==> config.mk <==
export PLATFORM = sky130hd
export DESIGN_NAME = shift_exec_stage
export DESIGN_NICKNAME = d
export VERILOG_FILES = /design/src/rtl/shift_pkg.sv /design/src/rtl/shift_exec_stage_core.sv /design/src/rtl/shift_exec_stage.sv
export SDC_FILE = /design/constraint.sdc
export NUM_CORES = 1
export LEC_CHECK = 0
export ABC_AREA = 1
export CAP_MARGIN = 20
export CORE_MARGIN = 3
export CORE_UTILIZATION = 37
export CTS_BUF_LIST = sky130_fd_sc_hd__clkbuf_4 sky130_fd_sc_hd__clkbuf_8
export CTS_CLUSTER_DIAMETER = 100
export DETAILED_ROUTE_END_ITERATION = 8
export PLACE_DENSITY = 0.68
export SETUP_SLACK_MARGIN = 0.05
export SYNTH_ARGS = -nofsm -noshare
export SYNTH_HDL_FRONTEND = slang
export SYNTH_HIERARCHICAL = 1
export SYNTH_SLANG_ARGS = --single-unit
==> constraint.sdc <==
create_clock -name clk -period 2.5 [get_ports clk]
set_input_delay 0.5 -clock clk [delete_from_list [all_inputs] [get_ports clk]]
set_output_delay 0.5 -clock clk [all_outputs]
set_load 0.01 [all_outputs]
==> src/rtl/shift_pkg.sv <==
// Shared constants and the output-queue entry layout for the shift execute stage.
package shift_pkg;

  localparam int DATA_W  = 32;
  localparam int SHAMT_W = 5;
  localparam int TAG_W   = 5;

  localparam logic [1:0] OP_SLL  = 2'b00;
  localparam logic [1:0] OP_SRL  = 2'b01;
  localparam logic [1:0] OP_SRA  = 2'b10;
  localparam logic [1:0] OP_RSVD = 2'b11;

  typedef struct packed {
    logic              illegal;
    logic [TAG_W-1:0]  rd;
    logic [DATA_W-1:0] result;
  } q_entry_t;

endpackage

==> src/rtl/shift_exec_stage_core.sv <==
// Combinational shifter: SLL/SRL/SRA on rs by shamt; reserved opcode passes rs through flagged illegal.
module shift_core
  import shift_pkg::*;
#(
  parameter int DATA_W  = shift_pkg::DATA_W,
  parameter int SHAMT_W = shift_pkg::SHAMT_W
) (
  input  logic [DATA_W-1:0]  rs,
  input  logic [SHAMT_W-1:0] shamt,
  input  logic [1:0]         op,
  output logic [DATA_W-1:0]  result,
  output logic               illegal
);

  logic [DATA_W-1:0] sra_result;

  // Arithmetic right shift replicates rs[DATA_W-1] into the vacated MSBs.
  assign sra_result = DATA_W'($signed(rs) >>> shamt);

  always_comb begin
    result  = rs;
    illegal = 1'b0;
    case (op)
      OP_SLL:  result = rs << shamt;
      OP_SRL:  result = rs >> shamt;
      OP_SRA:  result = sra_result;
      default: illegal = 1'b1;
    endcase
  end

endmodule

==> src/rtl/shift_exec_stage.sv <==
// Shift execute stage: valid/ready intake, shift_core, and a 2-entry in-order result queue
// whose head drives the outputs so writeback stalls never drop results.
module shift_exec_stage
  import shift_pkg::*;
#(
  parameter int DATA_W  = shift_pkg::DATA_W,
  parameter int SHAMT_W = shift_pkg::SHAMT_W,
  parameter int TAG_W   = shift_pkg::TAG_W
) (
  input  logic               clk,
  input  logic               rst,
  input  logic               flush,
  input  logic               in_valid,
  output logic               in_ready,
  input  logic [1:0]         in_op,
  input  logic               in_use_reg,
  input  logic [DATA_W-1:0]  in_rs,
  input  logic [DATA_W-1:0]  in_rt,
  input  logic [SHAMT_W-1:0] in_imm_shamt,
  input  logic [TAG_W-1:0]   in_rd,
  output logic               out_valid,
  input  logic               out_ready,
  output logic [DATA_W-1:0]  out_result,
  output logic [TAG_W-1:0]   out_rd,
  output logic               out_illegal
);

  logic [1:0]         count;
  logic               rd_ptr;
  logic               wr_ptr;
  q_entry_t           mem [2];
  q_entry_t           head;
  q_entry_t           new_entry;
  logic [SHAMT_W-1:0] shamt;
  logic [DATA_W-1:0]  core_result;
  logic               core_illegal;
  logic               push;
  logic               pop;
  logic               unused_rt_hi;

  // Only the low shamt bits of the register source matter.
  assign unused_rt_hi = ^in_rt[DATA_W-1:SHAMT_W];
  assign shamt        = in_use_reg ? in_rt[SHAMT_W-1:0] : in_imm_shamt;

  shift_core #(.DATA_W(DATA_W), .SHAMT_W(SHAMT_W)) u_core (
    .rs      (in_rs),
    .shamt   (shamt),
    .op      (in_op),
    .result  (core_result),
    .illegal (core_illegal)
  );

  assign new_entry = '{illegal: core_illegal, rd: in_rd, result: core_result};

  // in_ready is a function of state and reset only; a full queue refuses even when popping.
  assign in_ready  = rst & (count < 2'd2);
  assign out_valid = (count != 2'd0);
  assign push      = in_valid & in_ready & ~flush;
  assign pop       = out_valid & out_ready & ~flush;

  always_ff @(posedge clk) begin
    if (!rst) begin
      count  <= 2'd0;
      rd_ptr <= 1'b0;
      wr_ptr <= 1'b0;
      mem    <= '{default: '0};
    end else if (flush) begin
      count  <= 2'd0;
      rd_ptr <= 1'b0;
      wr_ptr <= 1'b0;
    end else begin
      if (push) begin
        mem[wr_ptr] <= new_entry;
        wr_ptr      <= ~wr_ptr;
      end
      if (pop) begin
        rd_ptr <= ~rd_ptr;
      end
      case ({push, pop})
        2'b10:   count <= count + 2'd1;
        2'b01:   count <= count - 2'd1;
        default: count <= count;
      endcase
    end
  end

  assign head        = mem[rd_ptr];
  assign out_result  = head.result;
  assign out_rd      = head.rd;
  assign out_illegal = head.illegal;

endmodule

## Yosys cells after proc, flatten, opt, wreduce, memory -nomap -nowiden

Cells that the tools add are included.

| word-level totals | value |
|---|---|
| bits of input ports | 82 |
| register bits | 80 |
| output and inout port bits | 40 |
| logic and storage cells | 50 |

| operators by class | value |
|---|---|
| equality and inequality tests | 4 |
| reduce and logical (&&, ||, !) cells | 7 |
| order comparisons | 4 |
| bitwise operators | 11 |
| shift-type cells | 3 |
| muxes and demuxes | 10 |
| add/subtract/negate cells | 2 |

Operators with widths:

| cell | number |
|---|---|
| $mux W38 | 4 |
| $pmux W32 S3 | 1 |
| $bwmux W76 | 1 |
| $demux W38 S1 | 1 |
| $shl A32 B5 Y32 | 1 |
| $shr A32 B5 Y32 | 1 |
| $sshr A32 B5 Y32 | 1 |
| $and A1 B1 Y1 | 5 |
| $mux W5 | 1 |
| $eq A2 B1 Y1 const B | 2 |
| $eq A2 B2 Y1 const B | 2 |
| $ge A2 B2 Y1 const B | 2 |
| $not A1 Y1 | 4 |
| $not A1 Y2 | 2 |
| $pmux W2 S2 | 1 |
| $reduce_bool A2 Y1 | 2 |
| $reduce_or A3 Y1 | 1 |
| $add A2 B1 Y2 const B | 1 |
| $logic_not A2 Y1 | 1 |
| $lt A2 B1 Y1 const B | 1 |
| $lt A2 B2 Y1 const B | 1 |
| $reduce_and A2 Y1 | 1 |
| $reduce_or A2 Y1 | 1 |
| $sub A2 B1 Y2 const B | 1 |
| other kinds (2) | 2 |

## Logic depth before layout (Yosys ltp)

Gate-level depths: netlist (run 1).

| logic depth | value |
|---|---|
| depth after elaboration | 6 |
| depth in mapped cells | 20 |
| mapped depth without buffers | 18 |

## Hierarchy

The synthesis (run 1) kept the hierarchy.

By module, submodules not included:

| module | cells an instance | seq. area each (sq um) | instances | area each (sq um) |
|---|---|---|---|---|
| shift_exec_stage | 732 | 1601.5 | 1 | 4361.7 |
| shift_core | 864 | 0.0 | 1 | 4088.9 |

## Least setup slack after synthesis (run 1)

Ideal clock, no wire load.

| timing path | value |
|---|---|
| path type | input port to flip-flop |
| start | in in_use_reg |
| end | reg mem[11] (netlist name) |
| data required time | 2390 ps |
| arrival time | 2046 ps |
| setup slack | 344 ps |
| stages on the path | 15 |
| buffers on the path | 2 |
| library setup time | 110 ps |
| cells stage by stage | mux2_2 inv_1 buf_2 buf_2 nand3_1 nand3_1 nand3_1 nand3_1 nand3_1 o21ai_0 nand2_1 inv_1 nand3_1 nand2_1 nor2_1 |

| on the way | value |
|---|---|
| longest elaborated chain between the ends | 4 |
| elaborated cells on any way between the ends | 6 |
| those cells by class | shift (3); mux (3) |

RTL lines:

| what | line | RTL |
|---|---|---|
| start, declared | shift_exec_stage.sv:16 | `input logic in_use_reg,` |
| $mux W5 (*) | shift_exec_stage.sv:43 | `assign shamt = in_use_reg ? in_rt[SHAMT_W-1:0] : in_imm_shamt;` |
| $sshr A32 B5 Y32 (tied with other cells) | shift_exec_stage_core.sv:18 | `assign sra_result = DATA_W'($signed(rs) >>> shamt);` |
| $pmux W32 S3 (*) | shift_exec_stage_core.sv:23 | `case (op)` |
| via core_result[11] | shift_exec_stage.sv:35 | `logic [DATA_W-1:0] core_result;` |
| $bwmux W76 (*) | shift_exec_stage.sv:73 | `mem[wr_ptr] <= new_entry;` |
| end signal, assigned by index | shift_exec_stage.sv:73 |  |
| end, declared | shift_exec_stage.sv:31 | `q_entry_t mem [2];` |

The timed path passes the listed nets; every way through them passes the cells marked *.
A chain may end at the register's enable or synchronous reset.

## Worst setup path after layout (run 1)

| timing path | value |
|---|---|
| start | in in_use_reg |
| end | reg mem[0] (netlist name) |

| on the way | value |
|---|---|
| longest elaborated chain between the ends | 4 |
| elaborated cells on any way between the ends | 6 |
| those cells by class | shift (3); mux (3) |

RTL lines:

| what | line | RTL |
|---|---|---|
| $mux W5 (*) | shift_exec_stage.sv:43 |  |
| via shamt[0] | shift_exec_stage.sv:34 | `logic [SHAMT_W-1:0] shamt;` |
| $sshr A32 B5 Y32 (tied with other cells) | shift_exec_stage_core.sv:18 |  |
| $pmux W32 S3 (*) | shift_exec_stage_core.sv:23 |  |
| via core_result[0] | shift_exec_stage.sv:35 |  |
| $bwmux W76 (*) | shift_exec_stage.sv:73 |  |

Marks and branches as above.

==> summary.txt, run 1 <==
outcome: finished clean
Top Family by Delay on Critical Path: simple AND/OR/NAND/NOR gates
Inst Count DP: 2,061
top cells by area, synth: nand3_1, nand2_1, dfxtp_1
min-delay src: rst
fin cells: 2,103
antenna violations before repair: 0
GRT overflow: 0
final worst-path cycle share: 0.9619
io pins: 122
CTS Sinks: 80
Setup crit start: in_use_reg
Setup Viol. Count Final: 0
Initial Utilization: 0.3813
min Tclk post-route: 2.405 ns
gpl congestion: 1.034
area grow syn2layout: 42.66%
largest fanout on the critical path: 8
Slew headroom: 0.4753
HPWL after detailed placement: 25.74 mm
Die W: 157.1 um
Total Neg Setup Slack: 0 ns
Worst Path Arrival: 2.70 ns
CP Depth: 17
Yosys reg bits: 80
maximum clock path buffer count: 2
layout cells sized above 1: 0.2353
Ant. Diodes: 0
global-route wire length before repair: 53.90 mm
die height: 157.1 um
type of element capturing the critical path: register
number of routed nets with antenna violations: 0
first drt pass iteration count: 5
transition time at the pin with the least slew margin: 0.7870 ns
Layout Nets: 1,901
Worst path most repeated cell: nand3_1
syn_nets: 1,679
die area: 0.02469 mm2
pwr/cell area: 383.0 mW/mm2
footprint of the multi-input gates: 0.005929 mm2
Max Clock Skew: 0.003922 ns
register area: 0.001605 mm2
buffers and inverters on the worst path: 5
CTS tree: built
Place WS: -0.8208 ns
max cap viols: 0
Hold Path End: wr_ptr
Required @ worst endpoint: 2.80 ns
worst skew pair latency: 0.36 ns
cell taking the most area after synthesis: nand3_1
Cell Rows: 54
library cells used by synthesis: 40
commonest non-fill, non-tap cell in the layout: nand2_1
top cell type's share of synthesized area: 0.2357
Seq/Total Area, Yosys: 0.1895
startpoint types: input port
Core Box Area: 0.02216 mm2
Fill cells: 2,286
Peak Freq: 415.8 MHz
R2R Setup Slk: 0.87 ns
Reg clk slew, reported paths: 0.08 ns
RSZ-0062 raised after global routing: yes
Worst R2R Path Depth: 6
Root Buffer: clkbuf_8
most frequent cells in the layout: nand2_1, nand3_1, inv_1
total power: 4.617 mW
CTS Buf Count: 9
Synth Cell Area: 0.008451 mm2
syn_area_per_cell: 5.295 um2
Hold Crit Class: input port to register
GR Util All Layers: 0.2751
crit-path cells: buf_4 -> mux2_4 -> buf_12 -> inv_16 -> nand2_1 -> buf_4 -> nand3_1 -> nand3_2 -> nand3_1 -> nand3_1 -> nand2_2 -> nand2_1 -> a21oi_2 -> inv_1 -> nand3_1 -> nand2_1 -> nor2_1
Worst Path Class, Setup: input port to register
CTS HTree Levels: 3
Synth warnings: 6
max-slew violation count: 0
via/cell ratio: 5.317
Hold Fails Final Rpt: 0
CP max stage delay: 0.44 ns
Hold Path Stages: 3
Routed WL: 36.34 mm
worst setup margin: 0.09527 ns
Lkg Pwr: 5.987 nW
post-synthesis instance total: 1,596
VDD IR max: 244.0 uV
Worst R2R End: mem[64]
vias in the first global route: 10,075
Post-route DRC: 0
Iter 0 DRT Violations: 1,056
Buffers on Ports: 94
largest net degree at the start of global routing: 77
Crit-path slowest cell: mux2_4
worst r2r src: wr_ptr
wire per inst: 17.28 um
vias post-DR: 11,182
[per-layer routing]
layer	up-vias	part of all wire	global-route usage
li1	5483	-	-
met4	0	0.045	0.1074
met3	111	0.089	0.03959
met2	546	0.44	0.4291
met1	5042	0.43	0.3835
met5	-	0	0
[worst max-delay path by stage]
stage	end	slack, ns
after detailed placement	mem[26]	-0.82
after global routing	mem[43]	-0.04
after floorplan	mem[11]	0.34
after global placement	mem[26]	-0.78
after CTS	mem[26]	0.02
final	mem[0]	0.1
[worst min-delay path, cell delays in order]
cell and delay [ns]:
buf_2 0.12, nand2_2 0.12, a21oi_1 0.05
[synthesized netlist by cell type]
cell	count
a22oi_2	1
nor3_1	1
dlygate4sd1_1	1
nor2_8	3
a31oi_1	2
ha_1	1
inv_2	14
o211ai_1	10
nor2_1	144
a21oi_2	4
nand3b_1	1
o21ai_0	55
inv_1	215
nor4_1	1
nand3_1	398
and3_1	1
nor2_4	6
a21boi_0	2
a21oi_1	23
o21ai_2	1
or2_2	2
nand2_2	3
buf_4	11
nor2_2	4
and2_1	3
dfxtp_1	80
nand4_1	4
nand2_1	495
inv_6	1
clkinv_2	1
nor4_2	1
nand3_2	3
bufinv_8	1
buf_1	11
clkbuf_8	4
buf_2	45
buf_6	12
mux2_2	5
o21ai_1	7
clkbuf_1	19
[where the power goes]
group / switching, mW / internal [mW] / total (mW)
sequential: 0.0122 / 1.31 / 1.32
clock: 0.487 / 0.395 / 0.882
combinational: 1.43 / 0.988 / 2.41
[logic make-up (layout without fill, tap and decap cells)]
kind of cell,count (synthesis),after routing,share of synthesized area
buffers and inverters,335,562,0.1787
AOI/OAI and AO/OA,105,105,0.06914
adders and majority gates,1,1,0.001480
and+or+nand+nor,1070,1070,0.5545
DFF,80,80,0.1895
muxes,5,5,0.006662
[sequential cells by signal, summed over array words and instances, names as in the netlist]
| register | count |
|---|---|
| mem | 76 |
| count | 2 |
| rd_ptr | 1 |
| wr_ptr | 1 |
[stage by stage]
stage                     hold slack [ns]  cell area [um2]    util
final                              0.4794            12060  0.5440
after global routing               0.4745            12060  0.5440
after CTS                          0.4621            11180  0.5047
after detailed placement           0.4951            10730  0.4842
after global placement             0.4947            10730  0.4842
after floorplan                    0.4817             8451       -
[final cells by class]
| cell class | instances | share of cell area |
|---|---|---|
| well taps | 280 | 0.02906 |
| repair inverters | 3 | 0.003114 |
| repair buffers | 311 | 0.2525 |
| clock inverters | 5 | 0.002698 |
| multi-input cells | 1181 | 0.4919 |
| clock buffers | 11 | 0.01204 |
| inverters | 232 | 0.07556 |
| flip-flops and latches | 80 | 0.1332 |
[repair_timing]
item                       in CTS  in global routing
buffers inserted                1                 10
setup endpoints to repair      70                 66
gates cloned                    3                 12
hold buffers                    0                  0
resized for setup              65                149
pin swaps                      10                 32
Note: power is estimated with default switching activity, not from simulation.
==> run 2: changes to the inputs <==
- CTS_BUF_LIST: sky130_fd_sc_hd__clkbuf_4 sky130_fd_sc_hd__clkbuf_8 -> sky130_fd_sc_hd__clkbuf_8
==> run 2 against run 1 <==
Against the previous run:
- sequential power is essentially flat
- flip-flop and latch count unchanged
- register-to-register slack barely moved
- clock skew is 0.0017 ns higher
- final cell count shrank 0.29%
- utilization decreased by 0.096 points
- total power is 0.24% lower
- non-clock buffer count decreased by 7
- highest routed layer is now met5
==> summary.txt, run 2 (same netlist as run 1, synthesis figures left out) <==
max reg flops: 76
Root Buffer: clkbuf_8
Reg with most FFs: mem
layout cells sized above 1: 0.2394
min Tclk post-route: 2.427 ns
Iter 0 DRT Violations: 1,132
Total Neg Setup Slack: 0 ns
area grow syn2layout: 42.40%
most frequent cells in the layout: nand2_1, nand3_1, inv_1
Routed WL: 36.64 mm
Hold Fails Final Rpt: 0
Place WS: -0.8208 ns
vias post-DR: 11,140
CTS Buf Count: 9
number of routed nets with antenna violations: 0
GRT overflow: 0
maximum clock path buffer count: 2
Layout Nets: 1,895
startpoint types: register
final worst-path cycle share: 0.9706
fin cells: 2,097
Core Box Area: 0.02216 mm2
CTS Sinks: 80
CTS tree: built
antenna violations before repair: 1
GR Util All Layers: 0.2796
register area: 0.001605 mm2
Die W: 157.1 um
via/cell ratio: 5.312
max cap viols: 0
largest fanout on the critical path: 17
# hold bufs at CTS: 0
outcome: finished clean
Setup Viol. Count Final: 0
Lkg Pwr: 5.949 nW
commonest non-fill, non-tap cell in the layout: nand2_1
Inst Count DP: 2,061
CP max stage delay: 0.65 ns
type of element capturing the critical path: primary output
Ant. Diodes: 0
vias in the first global route: 10,105
biggest regs: mem (76), count (2)
die area: 0.02469 mm2
global-route wire length before repair: 54.62 mm
dpl cell area: 0.01073 mm2
gpl congestion: 1.034
design area: 0.01203 mm2
io pins: 122
Peak Freq: 412.1 MHz
Crit-path slowest cell: clkdlybuf4s50_1
Fill cells: 2,282
largest net degree at the start of global routing: 77
Initial Utilization: 0.3813
worst skew pair latency: 0.36 ns
max-slew violation count: 0
VDD IR max: 231.9 uV
wire per inst: 17.47 um
pwr/cell area: 382.8 mW/mm2
Buffers on Ports: 94
Worst Path Class, Setup: register to primary output
Hold Crit Class: input port to register
Required @ worst endpoint: 2.00 ns
Worst Path Arrival: 1.93 ns
crit-path cells: o21ai_0 -> clkdlybuf4s50_1
RSZ-0062 raised after global routing: no
HPWL after detailed placement: 25.74 mm
first drt pass iteration count: 6
worst-case hold slack: 0.4789 ns
Post-route DRC: 0
final core area utilization: 0.5430
footprint of the multi-input gates: 0.006016 mm2
Cell Rows: 54
worst setup margin: 0.07345 ns
die height: 157.1 um
Reg clk slew, reported paths: 0.08 ns
total power: 4.606 mW
Slew headroom: 0.4711
Max Clock Skew: 0.005573 ns
CTS HTree Levels: 3
transition time at the pin with the least slew margin: 0.7933 ns
[run 2: changes by cell type in the layout (fill, tap and decap cells not counted), sizes merged]
cell | previous run | this run
inv | 231 | 233
clkinv | 5 | 4
buf | 211 | 206
mux2 | 5 | 6
dlymetal6s2s | 7 | 5
clkbuf | 19 | 18
[run 2: layout make-up]
class                      count  share of cell area
multi-input combinational   1182              0.4999
clock buffer                  10             0.01144
tap                          280             0.02911
inverter                     232             0.07507
sequential                    80              0.1334
timing repair inverter         3            0.003015
clock inverter                 6            0.003015
timing repair buffer         304              0.2451
[run 2: routing by layer]
metal,wire length [um],GRT usage,share of wire
met2,16080,0.4393,0.44
met5,13,0,0.00035
met4,1536,0.1017,0.042
met3,3260,0.04399,0.089
met1,15740,0.3877,0.43
[run 2: critical path: cells and delay by family (launching register included)]
| family | cells | cell delay (ns) |
|---|---|---|
| buffers and inverters | 1 | 0.65 |
| AO/OA/AOI/OAI | 1 | 0.49 |
| flip-flops | 1 | 0.42 |
[run 2: repair_timing]
| action | 4_1_cts | 5_1_grt |
|---|---|---|
| setup buffers | 1 | 5 |
| endpoints found under the setup margin | 70 | 66 |
| pin swaps | 18 | 54 |
| resized for setup | 68 | 168 |
| cloned | 6 | 9 |
[run 2: path summary, 6_finish.rpt]
path | cells past startpoint | start | end | slack, ns
max | 2 | rd_ptr | out_result[23] | 0.07
min | 3 | rst | wr_ptr | 0.48
max reg2reg | 6 | wr_ptr | mem[64] | 0.88
min reg2reg | 4 | mem[44] | mem[44] | 0.51
[run 2: report_power, final]
group | internal (mW) | switching (mW)
Sequential | 1.31 | 0.0121
Combinational | 0.981 | 1.44
Clock | 0.380 | 0.483
